==> src/rtl/reorder_buffer_pkg.sv <==
// Shared definitions for the reorder buffer, free list and map table.
//   ROB_DEPTH / ROB_IDX_W : entry count and index width (power of 2 ring)
//   ROB_CNT_W             : occupancy width, one bit wider so a full ROB is representable
//   PREG_W / AREG_W       : physical / architectural register index widths
//   FL_PTR_W              : free-list head pointer width (snapshotted per entry)
//   rob_entry_t           : one ROB slot
//   rob_offset()          : age of an index relative to head (0 = oldest)
package reorder_buffer_pkg;

  localparam int ROB_DEPTH = 16;
  localparam int ROB_IDX_W = 4;
  localparam int ROB_CNT_W = ROB_IDX_W + 1;
  localparam int PREG_W    = 6;
  localparam int AREG_W    = 5;
  localparam int FL_PTR_W  = 5;

  typedef struct packed {
    logic                valid;
    logic                done;
    logic                has_dest;
    logic                is_br;
    logic [AREG_W-1:0]   areg;
    logic [PREG_W-1:0]   new_preg;
    logic [PREG_W-1:0]   old_preg;
    logic [FL_PTR_W-1:0] fl_head;
  } rob_entry_t;

  // Program-order age of idx: wraps naturally in ROB_IDX_W bits.
  function automatic logic [ROB_IDX_W-1:0] rob_offset(
    input logic [ROB_IDX_W-1:0] idx,
    input logic [ROB_IDX_W-1:0] head
  );
    return idx - head;
  endfunction

endpackage

==> src/rtl/reorder_buffer_rob_ptr_ctrl.sv <==
// Head/tail/occupancy bookkeeping for the reorder buffer ring.
//   clk, rst        : clock, synchronous active-high reset
//   push_i          : an entry is allocated at tail this cycle
//   pop_i           : the head entry retires this cycle
//   recover_i       : mispredict recovery, truncate ring after recover_idx_i
//   recover_idx_i   : ROB index of the mispredicted branch
//   head_o, tail_o  : current ring pointers
//   full_o, empty_o : occupancy flags
module rob_ptr_ctrl
  import reorder_buffer_pkg::*;
(
  input  logic                 clk,
  input  logic                 rst,
  input  logic                 push_i,
  input  logic                 pop_i,
  input  logic                 recover_i,
  input  logic [ROB_IDX_W-1:0] recover_idx_i,
  output logic [ROB_IDX_W-1:0] head_o,
  output logic [ROB_IDX_W-1:0] tail_o,
  output logic                 full_o,
  output logic                 empty_o
);

  logic [ROB_IDX_W-1:0] head_q, head_d;
  logic [ROB_IDX_W-1:0] tail_q, tail_d;
  logic [ROB_CNT_W-1:0] count_q, count_d;

  always_comb begin
    head_d  = head_q + ROB_IDX_W'(pop_i);
    tail_d  = tail_q;
    count_d = count_q;
    if (recover_i) begin
      // Survivors are head..branch inclusive; a same-cycle retire still leaves from the front.
      tail_d  = recover_idx_i + ROB_IDX_W'(1);
      count_d = ROB_CNT_W'(rob_offset(recover_idx_i, head_q)) + ROB_CNT_W'(1)
                - ROB_CNT_W'(pop_i);
    end else begin
      tail_d  = tail_q + ROB_IDX_W'(push_i);
      count_d = count_q + ROB_CNT_W'(push_i) - ROB_CNT_W'(pop_i);
    end
  end

  always_ff @(posedge clk) begin
    if (rst) begin
      head_q  <= '0;
      tail_q  <= '0;
      count_q <= '0;
    end else begin
      head_q  <= head_d;
      tail_q  <= tail_d;
      count_q <= count_d;
    end
  end

  assign head_o  = head_q;
  assign tail_o  = tail_q;
  assign full_o  = (count_q == ROB_CNT_W'(ROB_DEPTH));
  assign empty_o = (count_q == '0);

endmodule

==> src/rtl/reorder_buffer.sv <==
// In-order retirement ring buffer. Allocates at tail on dispatch, marks entries
// done from the CDB / branch unit, retires the head when done (zero latency), and
// squashes everything younger than a mispredicted branch.
//   clk, rst               : clock, synchronous active-high reset
//   dispatch_*_i           : allocation request and entry payload
//   cdb_vld_i/cdb_rob_idx_i: completion broadcast
//   br_*_i                 : branch resolution and mispredict flag
//   rob_full_o/rob_tail_o  : allocation status and index handed to dispatch
//   retire_*_o             : committed entry; T_old back to the free list
//   recover_en_o/head_o    : free-list/map recovery strobe and head to restore
module reorder_buffer
  import reorder_buffer_pkg::*;
(
  input  logic                 clk,
  input  logic                 rst,
  input  logic                 dispatch_en_i,
  input  logic                 dispatch_has_dest_i,
  input  logic [AREG_W-1:0]    dispatch_areg_i,
  input  logic [PREG_W-1:0]    dispatch_new_preg_i,
  input  logic [PREG_W-1:0]    dispatch_old_preg_i,
  input  logic                 dispatch_is_br_i,
  input  logic [FL_PTR_W-1:0]  dispatch_fl_head_i,
  input  logic                 cdb_vld_i,
  input  logic [ROB_IDX_W-1:0] cdb_rob_idx_i,
  input  logic                 br_resolve_en_i,
  input  logic [ROB_IDX_W-1:0] br_rob_idx_i,
  input  logic                 br_mispredict_i,
  output logic                 rob_full_o,
  output logic [ROB_IDX_W-1:0] rob_tail_o,
  output logic                 retire_en_o,
  output logic                 retire_fl_en_o,
  output logic [PREG_W-1:0]    retire_preg_o,
  output logic [AREG_W-1:0]    retire_areg_o,
  output logic [PREG_W-1:0]    retire_new_preg_o,
  output logic                 recover_en_o,
  output logic [FL_PTR_W-1:0]  recover_head_o
);

  rob_entry_t rob_q [ROB_DEPTH];
  rob_entry_t rob_d [ROB_DEPTH];

  logic [ROB_IDX_W-1:0] head;
  logic [ROB_IDX_W-1:0] tail;
  logic                 full;
  logic                 empty;
  logic                 dispatch_ok;
  logic                 retire_en;
  logic                 recover_en;

  assign recover_en  = br_resolve_en_i & br_mispredict_i;
  assign retire_en   = ~empty & rob_q[head].valid & rob_q[head].done;
  assign dispatch_ok = dispatch_en_i & ~full & ~recover_en;

  rob_ptr_ctrl u_ptr (
    .clk           (clk),
    .rst           (rst),
    .push_i        (dispatch_ok),
    .pop_i         (retire_en),
    .recover_i     (recover_en),
    .recover_idx_i (br_rob_idx_i),
    .head_o        (head),
    .tail_o        (tail),
    .full_o        (full),
    .empty_o       (empty)
  );

  // Order matters: completions first, then squash (so a CDB hit on a squashed
  // slot is lost), then retire, then allocation into a slot known to be free.
  always_comb begin
    for (int i = 0; i < ROB_DEPTH; i++) rob_d[i] = rob_q[i];

    if (cdb_vld_i && rob_q[cdb_rob_idx_i].valid) rob_d[cdb_rob_idx_i].done = 1'b1;
    if (br_resolve_en_i && rob_q[br_rob_idx_i].valid) rob_d[br_rob_idx_i].done = 1'b1;

    if (recover_en) begin
      for (int i = 0; i < ROB_DEPTH; i++) begin
        if (rob_offset(ROB_IDX_W'(i), head) > rob_offset(br_rob_idx_i, head)) begin
          rob_d[i].valid = 1'b0;
          rob_d[i].done  = 1'b0;
        end
      end
    end

    if (retire_en) begin
      rob_d[head].valid = 1'b0;
      rob_d[head].done  = 1'b0;
    end

    if (dispatch_ok) begin
      rob_d[tail].valid    = 1'b1;
      rob_d[tail].done     = 1'b0;
      rob_d[tail].has_dest = dispatch_has_dest_i;
      rob_d[tail].is_br    = dispatch_is_br_i;
      rob_d[tail].areg     = dispatch_areg_i;
      rob_d[tail].new_preg = dispatch_new_preg_i;
      rob_d[tail].old_preg = dispatch_old_preg_i;
      rob_d[tail].fl_head  = dispatch_fl_head_i;
    end
  end

  always_ff @(posedge clk) begin
    if (rst) begin
      for (int i = 0; i < ROB_DEPTH; i++) rob_q[i] <= '0;
    end else begin
      rob_q <= rob_d;
    end
  end

  assign rob_full_o        = full;
  assign rob_tail_o        = tail;
  assign retire_en_o       = retire_en;
  assign retire_fl_en_o    = retire_en & rob_q[head].has_dest;
  assign retire_preg_o     = retire_en ? rob_q[head].old_preg : '0;
  assign retire_areg_o     = retire_en ? rob_q[head].areg : '0;
  assign retire_new_preg_o = retire_en ? rob_q[head].new_preg : '0;
  assign recover_en_o      = recover_en;
  assign recover_head_o    = recover_en ? rob_q[br_rob_idx_i].fl_head : '0;

endmodule

==> config.mk <==
export PLATFORM = sky130hd
export DESIGN_NAME = reorder_buffer
export DESIGN_NICKNAME = d
export VERILOG_FILES = /design/src/rtl/reorder_buffer_pkg.sv /design/src/rtl/reorder_buffer_rob_ptr_ctrl.sv /design/src/rtl/reorder_buffer.sv
export SDC_FILE = /design/constraint.sdc
export NUM_CORES = 1
export LEC_CHECK = 0
export ABC_CLOCK_PERIOD_IN_PS = 6100
export CAP_MARGIN = 10
export CORE_MARGIN = 2
export CORE_UTILIZATION = 45
export DETAILED_ROUTE_END_ITERATION = 8
export PLACE_DENSITY = 0.59
export SLEW_MARGIN = 20
export SYNTH_ARGS = -nofsm -noshare
export SYNTH_HDL_FRONTEND = slang
export SYNTH_SLANG_ARGS = --single-unit
==> constraint.sdc <==
create_clock -name clk -period 6.1 [get_ports clk]
set_clock_uncertainty 0.15 [all_clocks]
set_input_delay 1.22 -clock clk [delete_from_list [all_inputs] [get_ports clk]]
set_output_delay 1.22 -clock clk [all_outputs]
set_load 0.02 [all_outputs]
After elaboration in Yosys (flattened, before gate mapping)
Cells that the tools add are included.
{"block": "totals", "regBits": 429, "input_bits": 38, "wordCells": 287}
{"block": "classes", "add_sub_neg": 24, "n_lt_le_gt_ge": 24, "n_eq_ne": 1, "muxes": 87, "bitwise": 13, "n_reduce_logical": 7}
{"operator": "bitwise mux 416 bit", "n": 12}
{"operator": "two-way mux 416 bit", "n": 4}
{"operator": "demux 26 bit (select 4 bit)", "n": 12}
{"operator": "binary-select mux 26 bit (select 4 bit)", "n": 3}
{"operator": "two-way mux 26 bit", "n": 8}
{"operator": "two-way mux 25 bit", "n": 4}
{"operator": "greater-than comparator 4 bit", "n": 16}
{"operator": "two-way mux 2 bit", "n": 32}
{"operator": "subtractor 4 bit (first input constant)", "n": 8}
{"operator": "two-way mux 24 bit", "n": 1}
{"operator": "two-way mux 23 bit", "n": 1}
{"operator": "two-way mux 22 bit", "n": 1}
{"operator": "greater-or-equal comparator 5 bit (second input constant)", "n": 4}
{"operator": "less-than comparator 5 x 1 -> 1 bit (second input constant)", "n": 4}
{"operator": "two-way mux 5 bit", "n": 4}
{"operator": "inverter 4 -> 5 bit", "n": 4}
{"operator": "two-way mux 17 bit", "n": 1}
{"operator": "subtractor 3 x 4 -> 4 bit (first input constant)", "n": 4}
{"operator": "two-way mux 6 bit", "n": 2}
{"operator": "two-way mux 11 bit", "n": 1}
{"operator": "subtractor 5 x 1 -> 5 bit", "n": 2}
{"operator": "adder 4 x 1 -> 4 bit", "n": 2}
{"operator": "subtractor 1 x 4 -> 4 bit (first input constant)", "n": 2}
{"operator": "subtractor 2 x 4 -> 4 bit (first input constant)", "n": 2}
{"operator": "10 further kinds", "n": 22}

Longest topological paths before layout
{"block": "depth", "word_depth": 23, "ltp_mapped": 16, "ltp_nobuf": 15}

Modules after synthesis
A second synthesis with hierarchy kept.
{"block": "unflattened", "hier_cells": 2167, "area_unflattened_um2": 19698.9}
{"mod": "reorder_buffer", "instances": 1, "cells_per_inst": 2064, "area_per_inst_um2": 18749.2}
{"mod": "rob_ptr_ctrl", "instances": 1, "cells_per_inst": 103, "area_per_inst_um2": 949.7}

Worst setup path after synthesis
No wires, ideal clock.
{"block": "synth_timing", "path_kind": "input to register", "from": "input port br_rob_idx_i[0]", "to": "register rob_q[206] in the netlist's numbering", "arrival_time_ns": 4.181, "required_ns": 5.890, "slack_ns": 1.709, "cell_stages": 15, "path_buffers": 2, "cell_sequence": "buf_2 > buf_2 > inv_1 > ha_1 > inv_1 > fa_1 > xor2_1 > inv_1 > ha_1 > nor2b_1 > a221oi_1 > o21ba_2 > a211oi_1 > a311oi_1 > and3_1"}
{"block": "synth_via", "elab_chain_len": 21}
{"item": "start, declared", "line": "reorder_buffer.sv:26", "text": "input logic [ROB_IDX_W-1:0] br_rob_idx_i,"}
{"item": "inverter 4 -> 5 bit (implied by the code)", "line": "reorder_buffer.sv:73", "text": "if (br_resolve_en_i && rob_q[br_rob_idx_i].valid) rob_d[br_rob_idx_i].done = 1'b1;"}
{"item": "greater-or-equal comparator 5 bit (implied by the code) or less-than comparator 5 x 1 -> 1 bit (tied branches)", "line": "reorder_buffer.sv:73"}
{"item": "logical AND 1 bit (implied by the code)", "line": "reorder_buffer.sv:73"}
{"item": "two-way mux 25 bit (implied by the code)", "line": "reorder_buffer.sv:73"}
{"item": "demux 26 bit (select 4 bit)", "line": "reorder_buffer.sv:73"}
{"item": "bitwise mux 416 bit", "line": "reorder_buffer.sv:73"}
{"item": "two-way mux 416 bit", "line": "reorder_buffer.sv:73"}
{"item": "two-way mux 2 bit", "line": "reorder_buffer.sv:77", "text": "if (rob_offset(ROB_IDX_W'(i), head) > rob_offset(br_rob_idx_i, head)) begin"}
{"item": "(+5 left out)"}
{"item": "bitwise mux 416 bit", "line": "reorder_buffer.sv:91", "text": "rob_d[tail].done = 1'b0;"}
{"item": "bitwise mux 416 bit", "line": "reorder_buffer.sv:92", "text": "rob_d[tail].has_dest = dispatch_has_dest_i;"}
{"item": "bitwise mux 416 bit", "line": "reorder_buffer.sv:93", "text": "rob_d[tail].is_br = dispatch_is_br_i;"}
{"item": "bitwise mux 416 bit", "line": "reorder_buffer.sv:94", "text": "rob_d[tail].areg = dispatch_areg_i;"}
{"item": "bitwise mux 416 bit", "line": "reorder_buffer.sv:95", "text": "rob_d[tail].new_preg = dispatch_new_preg_i;"}
{"item": "bitwise mux 416 bit", "line": "reorder_buffer.sv:96", "text": "rob_d[tail].old_preg = dispatch_old_preg_i;"}
{"item": "bitwise mux 416 bit", "line": "reorder_buffer.sv:97", "text": "rob_d[tail].fl_head = dispatch_fl_head_i;"}
{"item": "two-way mux 416 bit (*)", "line": "reorder_buffer.sv:89", "text": "if (dispatch_ok) begin"}
{"item": "end signal, assigned", "line": "reorder_buffer.sv:105", "text": "rob_q <= rob_d;"}
{"item": "end, declared", "line": "reorder_buffer.sv:39", "text": "rob_entry_t rob_q [ROB_DEPTH];"}
Every way passes the cells marked *; elsewhere a longest branch is shown, timed or not. The select of a mux whose other input is x is not followed.
A chain may end at the register's enable or synchronous reset.

Worst setup path in the final report
{"block": "layout_timing", "from": "register u_ptr.head_q[2], in the netlist u_ptr.head_o[2]", "to": "output port retire_preg_o[0]"}
{"block": "layout_via", "elab_chain_len": 7}
{"item": "start, declared", "line": "reorder_buffer_rob_ptr_ctrl.sv:24", "text": "logic [ROB_IDX_W-1:0] head_q, head_d;"}
{"item": "start signal, assigned", "line": "reorder_buffer_rob_ptr_ctrl.sv:45", "text": "head_q <= '0;"}
{"item": "start signal, assigned", "line": "reorder_buffer_rob_ptr_ctrl.sv:49", "text": "head_q <= head_d;"}
{"item": "inverter 4 -> 5 bit (implied by the code) (*)", "line": "reorder_buffer.sv:51, reorder_buffer.sv:113"}
{"item": "binary-select mux 26 bit (select 4 bit) (*)", "line": "reorder_buffer.sv:51, reorder_buffer.sv:113"}
{"item": "two-way mux 26 bit (implied by the code) (*)", "line": "reorder_buffer.sv:113", "text": "assign retire_preg_o = retire_en ? rob_q[head].old_preg : '0;"}
{"item": "two-way mux 26 bit (*)"}
{"item": "AND 1 bit (2 in a row)", "line": "reorder_buffer.sv:51", "text": "assign retire_en = ~empty & rob_q[head].valid & rob_q[head].done;"}
{"item": "two-way mux 6 bit (*)", "line": "reorder_buffer.sv:113"}
{"item": "end, declared", "line": "reorder_buffer.sv:32", "text": "output logic [PREG_W-1:0] retire_preg_o,"}
Marked as above.

==> results.ini <==
[layout]
layout_common_cells = 410 x dfxtp_1, 395 x nor2_1, 368 x mux2i_1, 88 x mux4_2, 64 x clkdlybuf4s50_1
area_growth_pct = 13.1
layout_commonest_cell = dfxtp_1
fin_area_mm2 = 0.0227
nFillCells = 4024
fin_util_pct = 51.4
fin_nets = 1953
final_layout_size_suffix_gt1_share_pct = 12.1

[drt]
ant_nets = 0
viasPerCell = 5.67
drt-pass1-iter-count = 5
drtIter0Drc = 1056
vias = 14100
wirelength_um = 53100
avgRoutedWirePerCell_um = 21.4
drc = 0

[global_routing]
grt_pass1_wl_um = 83300
grt_use_total_pct = 23.1
grt_max_degree = 173
grt_overflow = 0
antenna_found_initial = 3
grt_pass1_vias = 14000

[synth]
yosysSeqAreaShare_pct = 41.2
syn_nets = 1957
syn_inst = 1860
syn_area_per_cell_um2 = 10.8
synth_warnings = 0
ys_ff_latch = 413
synth_edf_count = 0
synth_top_area_share_pct = 41.2
synthTopCellsByArea = dfxtp_1 41%, mux2i_1 18%, mux4_2 9.9%, nor2_1 7.4%, mux4_1 4.6%
synth_largest_area_cell = dfxtp_1
synth_flop_cell = dfxtp_1
synth_area_mm2 = 0.0201
synth-async-reset-ratio_pct = 0
synth.distinct_cells = 65

[pwr]
ir_drop_mv = 0.223
p_sw_mw = 1.49
pwr-share-clk_pct = 47.0
power_density_mw_per_mm2 = 276
seqPwrFrac_pct = 44.6
combPwrFrac_pct = 8.4
p_sw_share_pct = 23.8
p_int_mw = 4.76
p_leak_nw = 11.1

[clocking]
cts_tree = yes
cts.sinks = 413
cts_resized = 0
clk_path_buf_depth = 3
ctsHoldBuffers = 0
clk_pin_slew_ns = 0.06
cts_setup_buffers = 0
cts_max_level = 2
clock_latency_ns = 0.58
cts-root-buf = clkbuf_16
numCtsBuffers = 46

[setup_path]
crit_slowest_cell = dfxtp_4
cp_num_buf_inv = 3
critPathMaxStageDelay_ns = 0.78
worstPathRequired_ns = 4.73
critical_path.top_delay_family = buffers and inverters
end_kind = output pin
cp-start-kind = flip-flop
cp_max_fo = 43
cp.depth = 7
crit_type = reg2out
crit_chain = inv_1 -> nand4_1 -> o21ai_1 -> nor3_4 -> buf_4 -> and2_1 -> clkdlybuf4s50_1
arrival_ns = 4.16
ff2ff_setup_slack_ns = 1.31
reg2reg_depth = 15
critPathLaunch = u_ptr.head_o[2]$_SDFF_PP0_
worstReg2RegStart = u_ptr.head_o[2]$_SDFF_PP0_

[hold_path]
min_path_type = reg2reg
min_path_cells = 2
hold_start = rob_q[112]$_SDFFE_PP0P_

[placement]
port_buffers = 66
placed_area_mm2 = 0.0211
place_congestion = 0.890
place_ws_ns = 0.971
hpwl_um = 30900

[floorplan]
io_pins = 68
fp-row-count = 77
die_area_mm2 = 0.0463
die_h_um = 215
core-area_mm2 = 0.0441
fp.dieW_um = 215
initial_core_util_pct = 45.4

[timing]
fmax_mhz = 181
post-route-period-util_pct = 90.6
setup_viol = 0
worst_slack_ns = 0.571
fin_setup_tns_ns = 0
rsz0062_at_grt = false
hold_slack_ns = 0.338
relSlewSlack_pct = 26.7
hold_viol_final = 0
maxSlewViolCount = 0
worst_pin_slew_ns = 1.10
finalCriticalPeriod_ns = 5.53

[run]
cap_violations = 0

[run_status]
outcome = completed

cells in the mapped netlist (all sizes together), types with 2 or more instances:
master,n
buf,64
dfxtp,413
o211ai,3
a32o,3
nor4b,3
inv,43
o21a,4
o21ai,16
nand3b,6
o21bai,2
a221oi,7
and3,16
a21oi,20
and2,24
a211oi,7
a31o,4
a21o,2
o2bb2ai,7
nor2b,12
a31oi,9
nand2b,5
o221ai,2
nor3b,2
o32ai,3
fa,2
xor2,9
clkbuf,87
nand4b,2
ha,57
nor2,396
nor3,6
xnor2,15
o22ai,7
nand4,10
and4,5
nand3,31
a311oi,8
mux4,123
and3b,6
nand2,40
mux2i,368
metrics by stage:
stage,power [mW],cells
5_1_grt,6.46,2483
6_report,6.25,2483
4_1_cts,6.31,2481
2_1_floorplan,3.20,1860
3_5_place_dp,3.37,2400
3_3_place_gp,3.35,2400
tightest hold or removal path, stage by stage, from the launching register on:
cell and delay (ns):
dfxtp_1 0.32, mux2i_1 0.06, nor2_1 0.07
metal layers:
layer	GRT usage (%)	vias to the layer above	wire length, um
li1	-	6609	-
met1	31.1	7020	23900
met2	38.2	364	25100
met3	3.62	83	2780
met4	7.20	2	1240
met5	0	-	13
cell families after synthesis:
logic type	share of synthesized area [%]
and+or+nand+nor	12.8
xor gates and xnor gates	1.05
DFF	41.2
adders and majority gates	3.81
muxes	32.8
buffers and inverters	4.47
AOI/OAI and AO/OA	3.80
worst paths after layout:
check	endpoint
worst max-delay path	retire_preg_o[0]
worst min-delay path	rob_q[112]$_SDFFE_PP0P_
worst max register to register	u_ptr.count_q[4]$_SDFF_PP0_
worst min register to register	rob_q[112]$_SDFFE_PP0P_
flip-flops by register name, summed over array words and instances (netlist names):
register and count:
rob_q 400, u_ptr.count_q 5, u_ptr.head_o 4, u_ptr.tail_o 4
power groups by stage:
stage | Sequential [mW] | Clock, mW | Combinational [mW]
final | 2.79 | 2.94 | 0.526
after global placement | 2.84 | 0 | 0.513
after global routing | 2.79 | 3.10 | 0.574
after floorplan | 2.83 | 0 | 0.365
after CTS | 2.78 | 3.00 | 0.526
after detailed placement | 2.84 | 0 | 0.523
area by class of cell:
cell class	count	area [um^2]	area share, %
multi-input combinational	1252	10900	48.2
clock buffer	63	1350	5.94
tap	592	741	3.27
timing repair buffer	99	933	4.12
antenna	2	5.00	0.0221
sequential	413	8280	36.5
inverter	44	165	0.728
clock inverter	18	274	1.21
Power figures use the tool's default switching activity.
